--- src/rtl/maxpool_pair_serializer.sv ---
// Pairs consecutive samples A,B into {B,A} per channel and streams each pair LSB-chunk first.
// Optional MAXPOOL_SER_FLUSH_EN adds flush_in, which pairs a lone A with the most-negative B.
module maxpool_pair_serializer #(
    parameter int unsigned NO_CH  = 10,
    parameter int unsigned BW_IN  = 12,
    parameter int unsigned SER_BW = 4
) (
    input  logic                      clk,
    input  logic                      rst,
    input  logic                      vld_in,
    output logic                      rdy_in,
    input  logic [NO_CH*BW_IN-1:0]    data_in,
`ifdef MAXPOOL_SER_FLUSH_EN
    input  logic                      flush_in,
`endif
    output logic                      vld_out,
    output logic [NO_CH*SER_BW-1:0]   data_out
);

    localparam int unsigned PAIR_W  = 2 * BW_IN;
    localparam int unsigned BUF_CYC = PAIR_W / SER_BW;
    localparam int unsigned CNT_W   = (BUF_CYC > 1) ? $clog2(BUF_CYC) : 1;
    localparam logic [CNT_W-1:0] LAST_CNT = CNT_W'(BUF_CYC - 1);

    generate
        if (!((SER_BW == PAIR_W) ||
              ((SER_BW > 0) && (SER_BW <= BW_IN) && ((PAIR_W % SER_BW) == 0)))) begin : g_bad_ser_bw
            $error("maxpool_pair_serializer: illegal SER_BW");
        end
    endgenerate

    logic                      r_a_full;
    logic                      r_busy;
    logic [CNT_W-1:0]          r_cnt;
    logic [NO_CH*BW_IN-1:0]    r_hold;
    logic [NO_CH*PAIR_W-1:0]   r_shift;
    logic [NO_CH*SER_BW-1:0]   r_data_out;

    logic                      w_last;
    logic                      w_hs;
    logic                      w_a_hs;
    logic                      w_b_hs;
    logic                      w_flush;
    logic                      w_load;
    logic [NO_CH*BW_IN-1:0]    w_b_src;
    logic [NO_CH*PAIR_W-1:0]   w_pair;
    logic [NO_CH*PAIR_W-1:0]   w_shift_nxt;
    logic                      w_busy_nxt;
    logic [CNT_W-1:0]          w_cnt_nxt;
    logic [NO_CH*SER_BW-1:0]   w_beat_nxt;

    // The shifter can take a new pair when idle or on its final beat.
    assign rdy_in = !r_a_full || !r_busy || (r_cnt == LAST_CNT);
    assign w_last = r_busy && (r_cnt == LAST_CNT);
    assign w_hs   = vld_in && rdy_in;
    assign w_a_hs = w_hs && !r_a_full;
    assign w_b_hs = w_hs && r_a_full;

`ifdef MAXPOOL_SER_FLUSH_EN
    localparam logic [BW_IN-1:0] MOST_NEG = BW_IN'(1) << (BW_IN - 1);
    logic r_flush_pend;
    logic w_flush_req;

    assign w_flush_req = flush_in || r_flush_pend;
    assign w_flush     = w_flush_req && r_a_full && rdy_in && !w_hs;
    assign w_b_src     = w_b_hs ? data_in : {NO_CH{MOST_NEG}};

    always_ff @(posedge clk) begin
        if (rst) begin
            r_flush_pend <= 1'b0;
        end else begin
            r_flush_pend <= w_flush_req && r_a_full && !w_load;
        end
    end
`else
    assign w_flush = 1'b0;
    assign w_b_src = data_in;
`endif

    assign w_load = w_b_hs || w_flush;

    // Next shifter/beat state; the output chunk is registered from these.
    always_comb begin
        w_pair      = '0;
        w_beat_nxt  = '0;
        w_busy_nxt  = r_busy;
        w_cnt_nxt   = '0;
        for (int ch = 0; ch < int'(NO_CH); ch++) begin
            w_pair[ch*PAIR_W +: PAIR_W] = {w_b_src[ch*BW_IN +: BW_IN], r_hold[ch*BW_IN +: BW_IN]};
        end
        w_shift_nxt = w_load ? w_pair : r_shift;
        if (w_load) begin
            w_busy_nxt = 1'b1;
            w_cnt_nxt  = '0;
        end else if (w_last) begin
            w_busy_nxt = 1'b0;
            w_cnt_nxt  = '0;
        end else if (r_busy) begin
            w_cnt_nxt  = r_cnt + CNT_W'(1);
        end
        if (w_busy_nxt) begin
            for (int ch = 0; ch < int'(NO_CH); ch++) begin
                w_beat_nxt[ch*SER_BW +: SER_BW] =
                    w_shift_nxt[ch*PAIR_W + int'(w_cnt_nxt)*SER_BW +: SER_BW];
            end
        end
    end

    always_ff @(posedge clk) begin
        if (rst) begin
            r_a_full   <= 1'b0;
            r_busy     <= 1'b0;
            r_cnt      <= '0;
            r_hold     <= '0;
            r_shift    <= '0;
            r_data_out <= '0;
        end else begin
            if (w_a_hs) begin
                r_a_full <= 1'b1;
                r_hold   <= data_in;
            end else if (w_load) begin
                r_a_full <= 1'b0;
            end
            r_busy     <= w_busy_nxt;
            r_cnt      <= w_cnt_nxt;
            r_shift    <= w_shift_nxt;
            r_data_out <= w_beat_nxt;
        end
    end

    assign vld_out  = r_busy;
    assign data_out = r_data_out;

endmodule

--- config.mk ---
export PLATFORM = sky130hd
export DESIGN_NAME = maxpool_pair_serializer
export DESIGN_NICKNAME = d
export VERILOG_FILES = /design/src/rtl/maxpool_pair_serializer.sv
export SDC_FILE = /design/constraint.sdc
export NUM_CORES = 1
export LEC_CHECK = 0
export BUFFER_PORTS_ARGS = -buffer_cell sky130_fd_sc_hd__buf_2
export CAP_MARGIN = 20
export CORE_MARGIN = 2
export CORE_UTILIZATION = 53
export DETAILED_ROUTE_END_ITERATION = 8
export GPL_TIMING_DRIVEN = 1
export PLACE_DENSITY = 0.73
export SLEW_MARGIN = 10
export SYNTH_ARGS = -nofsm -noshare
export SYNTH_HDL_FRONTEND = slang
export SYNTH_SLANG_ARGS = --single-unit
export TNS_END_PERCENT = 100
--- constraint.sdc ---
create_clock -name clk -period 5.7 [get_ports clk]
set_clock_uncertainty 0.1 [all_clocks]
set_input_delay 0.285 -clock clk [delete_from_list [all_inputs] [get_ports clk]]
set_output_delay 0.285 -clock clk [all_outputs]
set_load 0.005 [all_outputs]
==> flow_summary.ini, run 1 <==
[global_route]
grt_usage_pct = 29.58
total_grt_overflow = 0
vias_in_the_first_global_route = 14830
grt_antenna_before_repair = 0
grt_max_degree = 229
grt_first_pass_wirelength_um = 78970

[routing]
wl_per_cell_um = 18.44
drtAntennaViolNets = 0
drt_pass_1_iters = 8
routed_wl_um = 50370
route.vias.total = 15970
vias_per_cell = 5.847
drt_iter0_drc = 1908
drc = 0

[sta]
final.setup.worst_slack_ns = 1.814
timing_max_transition_violations_final = 0
max_slew.worst_pin.slew_ns = 1.004
hold_vio_cnt_final = 0
timing.final.setup_violations = 0
max_slew_margin_pct = 33.04
fmax_ghz = 0.2573
rsz0062_at_grt = false
period_minus_slack_ns = 3.886
finalCritPeriodShare_pct = 68.18
setup-tns-final_ns = 0

[floorplanning]
design.die.area_um2 = 32710
floorplan.initialDensity_pct = 54.05
rows = 64
i_o_pin_total = 165
fp.dieH_um = 180.9
die-width_um = 180.9
core_area_um2 = 30670

[setup_path]
critical_path_arrival_ns = 4.27
timing.critical_path.required_ns = 6.08
endpoint_kind = register
path_class = register to register
crit_slowest_cell = dfxtp_1
critical_path.cell_chain = ha_1, a21bo_2, nand2_4, buf_4, mux2i_1, o311ai_0, o32a_1
critical_path.max_fanout = 68
slowest_delay_ns = 0.95
setup.worst_path.start_class = register

[synth]
postSynthNetCount = 2253
synth_top_family_by_area = simple AND/OR/NAND/NOR gates
synthSimpleGateAreaFrac_pct = 21.99
synth_top_cell_by_area = dfxtp_1
post_synthesis_cell_count = 2128
synth.ff_latch_count = 405
synth_seq_area_share_pct = 48.91
yosys.area_share.xor_xnor_pct = 0.05283
synth_mux_area_share_pct = 3.547
number_of_flops_mapped_to_enable_cells_by_yosys = 0
ys.warnings.count = 0
synth_ff_type = dfxtp_1
synth_top_area_share_pct = 48.91
async_flop_share_pct = 0
synth_compound_gate_area_share_pct = 20.23
most_area_consuming_cells_after_synthesis = dfxtp_1, nand2_1, a21oi_1, mux2i_1, clkbuf_1
syn-cell-area_um2 = 16580
fraction_of_the_mapped_netlist_area_in_adder_cells_pct = 0.1510
library_cells_used_by_synthesis = 56
synth_area_per_cell_um2 = 7.790

[cells_and_area]
layoutNonFillerInstCount = 2731
final_area_um2 = 20020
final_net_count = 2426
flow.area_growth_from_synthesis_pct = 20.79
share_of_cells_above_drive_strength_1_pct = 12.38

[power]
static-leakage-power_nw = 7.728
power.ir.vdd_worst_mv = 0.2298
p_per_area_nw_per_um2 = 318.7

[clocking]
max-clock-path-buffers = 3
htreeDepth = 2
cts_tree = built
clkLatencyLatePin_ns = 0.54
cts.sinks = 405
postCtsSetupRepairBufs = 0
tritoncts.num_buffers = 42
clock-root-buffer = clkbuf_16
clk_transition_reported_paths_ns = 0.06
ctsResizeCount = 0

[run]
timing.max_cap.violations = 0

[placed_design]
dpl.hpwl_um = 28860
detailed_place.area_um2 = 17390
routabilityCongestion = 0.8397
total_of_buffers_placed_on_input_and_output_ports = 164
cell_count_after_placement = 2532
post-place-ws_ns = 1.943

[min_path]
min_path_type = input port to register

[outcome]
run_status = finished clean
[power breakdown]
| part | leakage [nW] | internal, mW | switching (mW) |
|---|---|---|---|
| Clock | 0.715 | 1.65 | 1.12 |
| Sequential | 3.29 | 2.94 | 0.0648 |
| Combinational | 3.72 | 0.227 | 0.386 |
[worst max-delay path, delay by kind of cell (launching register included)]
kind	cells	cell delay [ns]
multiplexers	1	0.16
AO/OA/AOI/OAI	3	1.11
buffers and inverters	1	0.45
adder cells (fa/ha/maj)	1	0.44
flip-flops	1	0.95
AND/OR/NAND/NOR	1	0.59
[final timing paths]
check        slack (ns)      endpoint   startpoint  cells past startpoint
max                1.81   data_out[0]     r_cnt[0]                      7
min                0.18     r_hold[2]          rst                      2
max reg2reg        1.81   data_out[0]     r_cnt[0]                      7
min reg2reg        0.33  r_shift[196]  r_hold[100]                      2
[cell usage after synthesis, types with 21 or more instances]
cell and instances:
a211o_1 22, a31oi_1 26, nand3_1 63, o21ai_0 84, mux2i_1 52, buf_4 25, nor3_1 56, buf_2 29
dfxtp_1 405, nand2_1 637, clkbuf_1 121, or3_1 21, a21oi_1 349, nor2_1 78
[metal layers]
metal	GRT usage [%]	vias to the layer above	share of wire (%)
met5	0	-	0
met4	10.48	0	3.1
met3	4.576	106	8.2
met2	47.67	678	46
met1	40.36	7579	43
li1	-	7606	-
[what timing repair did]
| item | in CTS | in global routing |
|---|---|---|
| hold endpoints to repair | 241 | 0 |
| endpoints found under the setup margin | 0 | 0 |
| hold buffers | 121 | 0 |
[cell families (layout without fill, tap and decap cells)]
logic type / count (synthesis) / in the layout
adder cells (fa/ha/maj): 2 / 2
AND/OR/NAND/NOR: 889 / 889
buffers and inverters: 185 / 391
other: 0 / 1
AO/OA/AOI/OAI: 589 / 589
multiplexers: 57 / 57
XOR/XNOR: 1 / 1
flip-flops: 405 / 405
[stage by stage]
| step | utilization [%] | hold WS [ns] | power, mW |
|---|---|---|---|
| after floorplan | - | 0.3210 | 3.406 |
| after global routing | 65.28 | 0.2546 | 6.600 |
| after global placement | 56.70 | 0.3353 | 3.585 |
| final | 65.29 | 0.1774 | 6.381 |
| after CTS | 65.28 | 0.2093 | 6.398 |
| after detailed placement | 56.70 | 0.3417 | 3.599 |
[flip-flops by register name, indices dropped and copies added (netlist names)]
name      flops
r_shift     240
r_hold      120
data_out     40
r_cnt         3
r_a_full      1
vld_out       1
[final cells by class]
cell class / count / area [um^2]
Antenna cell: 1 / 2.502
Timing Repair Buffer: 311 / 2300
Clock buffer: 63 / 1324
Fill cell: 2628 / 10650
Multi-Input combinational cell: 1538 / 7685
Inverter: 3 / 12.51
Tap cell: 396 / 495.5
Clock inverter: 14 / 97.59
Sequential cell: 405 / 8108
[layout by cell type (no fill, tap or decap), drive strengths merged, types with 26 or more instances in the layout]
cell type | Yosys | layout
dfxtp | 405 | 405
nand3 | 64 | 64
o21ai | 92 | 92
clkbuf | 121 | 63
nor3 | 56 | 56
dlygate4sd3 | 0 | 121
nand2 | 637 | 637
a31oi | 26 | 26
mux2i | 52 | 52
nor2 | 81 | 81
buf | 61 | 190
a21oi | 350 | 350
Note: power is estimated with default switching activity, not from simulation.
==> inputs of run 2 (changes only) <==
==> constraint.sdc (replaced) <==
create_clock -name clk -period 4.08 [get_ports clk]
set_clock_uncertainty 0.1 [all_clocks]
set_input_delay 0.204 -clock clk [delete_from_list [all_inputs] [get_ports clk]]
set_output_delay 0.204 -clock clk [all_outputs]
set_load 0.005 [all_outputs]
==> run 2 against run 1 <==
Compared with the run above: critical endpoint is now data_out[28]; via count rose by 1.4%; sequential power is 40% higher; largest power group unchanged; die area unchanged; non-clock buffer count grew 18; core utilization up 0.38 points; sequential share of layout area decreased by 0.24 points; clock power up 41%; total power grew 41%; register-to-register slack worse by 0.79 ns; count of clock-buffer cells in the layout increased by 5.
==> flow_summary.ini, run 2 (synthesis results as in run 1) <==
[outcome]
run_status = finished clean

[setup_path]
path_class = register to register
setup.worst_path.start_class = register
timing.critical_path.required_ns = 4.43
endpoint_kind = register
critical_path.max_fanout = 23
critical_path_arrival_ns = 3.41

[sta]
timing.final.setup_violations = 0
rsz0062_at_grt = false
period_minus_slack_ns = 3.056
final.setup.worst_slack_ns = 1.024
max_slew_margin_pct = 31.61
max_slew.worst_pin.slew_ns = 1.025
hold_vio_cnt_final = 0
setup-tns-final_ns = 0
finalCritPeriodShare_pct = 74.89
fmax_ghz = 0.3273
timing_max_transition_violations_final = 0

[clocking]
cts.sinks = 405
htreeDepth = 2
clkLatencyLatePin_ns = 0.54
cts_tree = built
max-clock-path-buffers = 3
clk_transition_reported_paths_ns = 0.06
clock-root-buffer = clkbuf_16
postCtsSetupRepairBufs = 0
tritoncts.num_buffers = 42
ctsResizeCount = 0

[cells_and_area]
final_area_um2 = 20140
final_antenna_diode_count = 0
area_of_combinational_cells_with_multiple_inputs_um2 = 7684
largest_register_ff_count = 240
layoutNonFillerInstCount = 2746
final_core_utilization_pct = 65.67
share_of_cells_above_drive_strength_1_pct = 12.64
final_net_count = 2444
layout.cells.most_common_list = nand2_1, dfxtp_1, a21oi_1
fillers = 2615
max_flop_register = r_shift
layout.cells.most_common = nand2_1
flow.area_growth_from_synthesis_pct = 21.50
final-seq-area_um2 = 8108

[floorplanning]
rows = 64
fp.dieH_um = 180.9
core_area_um2 = 30670
design.die.area_um2 = 32710
i_o_pin_total = 165
die-width_um = 180.9
floorplan.initialDensity_pct = 54.05

[global_route]
total_grt_overflow = 0
grt_first_pass_wirelength_um = 80120
vias_in_the_first_global_route = 15050
grt_max_degree = 99
grt_usage_pct = 30.05
grt_antenna_before_repair = 0

[placed_design]
dpl.hpwl_um = 30250
total_of_buffers_placed_on_input_and_output_ports = 164
detailed_place.area_um2 = 17520
post-place-ws_ns = 1.102
cell_count_after_placement = 2550
routabilityCongestion = 0.8415

[routing]
drc = 0
wl_per_cell_um = 18.68
routed_wl_um = 51310
vias_per_cell = 5.897
drt_pass_1_iters = 6
drtAntennaViolNets = 0
route.vias.total = 16190
drt_iter0_drc = 1649

[min_path]
min_path_type = input port to register

[power]
p_per_area_nw_per_um2 = 445.4
power.ir.vdd_worst_mv = 0.3629
static-leakage-power_nw = 7.790

[run]
timing.max_cap.violations = 0
[run 2: per-stage QoR]
step / power, mW / hold WS [ns]
global placement: 5.026 / 0.3371
CTS: 8.971 / 0.02370
detailed placement: 5.047 / 0.3437
finish: 8.972 / 0.02915
floorplan: 4.759 / 0.2400
global route: 9.229 / 0.06505
[run 2: path summary, 6_finish.rpt]
| check | startpoint | end | slack, ns | cells after the start |
|---|---|---|---|---|
| setup reg to reg | r_cnt[1] | data_out[28] | 1.02 | 8 |
| hold / removal | rst | r_shift[239] | 0.03 | 2 |
| setup / recovery | r_cnt[1] | data_out[28] | 1.02 | 8 |
| hold reg to reg | r_shift[170] | r_shift[170] | 0.35 | 2 |
[run 2: layout make-up]
type / instances / area share, %
clock buffers: 68 / 6.566
clock inverters: 7 / 0.4224
inverters: 3 / 0.06212
multi-input cells: 1538 / 38.15
flip-flops and latches: 405 / 40.25
well taps: 396 / 2.460
repair buffers: 329 / 12.09
[run 2: metal layers]
layer / vias to the layer above / global-route usage, % / wire length (um)
met3: 107 / 4.616 / 4458
met1: 7689 / 41.34 / 21740
met5: - / 0 / 0
li1: 7629 / - / -
met4: 0 / 10.29 / 1598
met2: 768 / 48.21 / 23510
[run 2: repair_timing]
| action | in CTS | in global routing |
|---|---|---|
| endpoints found under the setup margin | 0 | 0 |
| hold buffers | 121 | 0 |
| endpoints found under the hold margin | 241 | 0 |
[run 2: report_power, final]
part / leakage (nW) / internal, mW / switching, mW
sequential: 3.29 / 4.10 / 0.0878
combinational: 3.80 / 0.326 / 0.553
clock: 0.696 / 2.34 / 1.57
[run 2: worst max-delay path, cell delays in order (launching register included)]
cell     delay [ns]
dfxtp_1        0.35
inv_1          0.05
ha_1           0.26
and2_1         0.45
nor2_4         0.64
buf_4          0.43
nor3_1         0.08
or3_1          0.39
a32oi_1        0.21
==> inputs of run 3 (changes only) <==
--- a/config.mk
+++ b/config.mk
@@ -11,7 +11,7 @@
 export CORE_UTILIZATION = 53
 export DETAILED_ROUTE_END_ITERATION = 8
 export GPL_TIMING_DRIVEN = 1
-export PLACE_DENSITY = 0.73
+export PLACE_DENSITY = 0.76
 export SLEW_MARGIN = 10
 export SYNTH_ARGS = -nofsm -noshare
 export SYNTH_HDL_FRONTEND = slang
==> constraint.sdc (replaced) <==
create_clock -name clk -period 2.5 [get_ports clk]
set_clock_uncertainty 0.1 [all_clocks]
set_input_delay 0.125 -clock clk [delete_from_list [all_inputs] [get_ports clk]]
set_output_delay 0.125 -clock clk [all_outputs]
set_load 0.005 [all_outputs]
==> run 3 against run 2 <==
Compared with the run above: sequential share of layout area decreased by 0.82 points; die area stayed put; maximum frequency is 29% higher; largest power group unchanged; routed wire length shrank 0.74%; clock power up 58%.
==> flow_summary.ini, run 3 (synthesis results as in run 1) <==
[cells_and_area]
layout.cells.most_common = nand2_1
flow.area_growth_from_synthesis_pct = 24.02
largest_register_ff_count = 240
final_net_count = 2481
layout.cells.most_common_list = nand2_1, dfxtp_1, a21oi_1
max_flop_register = r_shift
final_area_um2 = 20560
final_antenna_diode_count = 0
share_of_cells_above_drive_strength_1_pct = 14.12

[sta]
hold_vio_cnt_final = 0
final.setup.worst_slack_ns = 0.1234
fmax_ghz = 0.4208
rsz0062_at_grt = false
fin_hold_ws_ns = 0.2707
finalCritPeriodShare_pct = 95.06
timing.final.setup_violations = 0
max_slew_margin_pct = 27.58
setup-tns-final_ns = 0
timing_max_transition_violations_final = 0
max_slew.worst_pin.slew_ns = 1.086
period_minus_slack_ns = 2.377

[routing]
routed_wl_um = 50930
route.vias.total = 16250
drt_pass_1_iters = 6
drtAntennaViolNets = 0
drt_iter0_drc = 1789
wl_per_cell_um = 18.31
drc = 0
vias_per_cell = 5.841

[setup_path]
worst_setup_path_startpoint = r_cnt[1]
path_class = register to register
critical_path.max_fanout = 12
critical_path_arrival_ns = 2.75
timing.critical_path.required_ns = 2.88
crit-reg2reg-launch = r_cnt[1]
setup.worst_path.start_class = register
endpoint_kind = register

[floorplanning]
rows = 64
die-width_um = 180.9
floorplan.initialDensity_pct = 54.05
core_area_um2 = 30670
design.die.area_um2 = 32710
i_o_pin_total = 165
fp.dieH_um = 180.9

[outcome]
run_status = finished clean

[run]
timing.max_cap.violations = 0

[clocking]
cts_tree = built
max-clock-path-buffers = 3
clk_transition_reported_paths_ns = 0.06
htreeDepth = 2
tritoncts.num_buffers = 41
cts.sinks = 405
clock-root-buffer = clkbuf_16
clkLatencyLatePin_ns = 0.54

[power]
power.ir.vdd_worst_mv = 0.5684
p_per_area_nw_per_um2 = 705.3
static-leakage-power_nw = 8.018

[global_route]
vias_in_the_first_global_route = 15320
total_grt_overflow = 0
grt_usage_pct = 30.09
grt_antenna_before_repair = 0
grt_first_pass_wirelength_um = 80410
grt_max_degree = 241

[min_path]
beginning_of_the_worst_hold_path = data_in[101]
min_path_type = input port to register

[placed_design]
detailed_place.area_um2 = 17950
post-place-ws_ns = 0.1393
total_of_buffers_placed_on_input_and_output_ports = 164
routabilityCongestion = 0.8757
dpl.hpwl_um = 31330
run 3: layer usage:
layer | vias up | wire [um] | GRT usage, %
li1 | 7701 | - | -
met1 | 7655 | 21480 | 40.54
met2 | 761 | 23690 | 49.11
met3 | 132 | 4043 | 4.152
met4 | 0 | 1704 | 11.45
met5 | - | 0 | 0
run 3: worst paths after layout:
path | slack, ns | depth (start not counted) | to
worst max-delay path | 0.12 | 8 | data_out[5]
worst min-delay path | 0.27 | 4 | r_hold[101]
worst max register to register | 0.12 | 8 | data_out[5]
worst min register to register | 0.35 | 2 | r_shift[29]
run 3: critical path: stages, from the launching register on:
cell,delay (ns)
dfxtp_1,0.34
inv_1,0.06
ha_2,0.32
buf_4,0.19
nor2b_1,0.11
a221oi_4,0.24
and2_1,0.62
o211ai_1,0.20
nand4_1,0.14
run 3: metrics by stage:
step                power, mW  util (%)  std cells
finish                  14.50     67.03       2782
global route            14.95     67.03       2782
CTS                     14.50     66.97       2780
global placement        8.261     58.52       2585
floorplan               7.766         -       2128
detailed placement      8.300     58.52       2585
run 3: area by class of cell:
| class | instances | area [um^2] |
|---|---|---|
| well taps | 396 | 495.5 |
| inverters | 3 | 12.51 |
| repair buffers | 367 | 2885 |
| clock buffers | 69 | 1344 |
| flip-flops and latches | 405 | 8108 |
| clock inverters | 4 | 26.28 |
| fillers | 2532 | 10110 |
| multi-input cells | 1538 | 7687 |
run 3: timing repair:
| action | CTS | global route |
|---|---|---|
| setup buffers | 0 | 2 |
| endpoints found under the setup margin | 0 | 9 |
| endpoints found under the hold margin | 265 | 0 |
| hold buffers | 122 | 0 |
| gates resized for setup | 0 | 2 |
run 3: power breakdown:
| part | switching [mW] | internal (mW) | leakage (nW) |
|---|---|---|---|
| clock network | 2.51 | 3.65 | 0.675 |
| logic | 0.909 | 0.593 | 4.05 |
| registers | 0.145 | 6.70 | 3.29 |
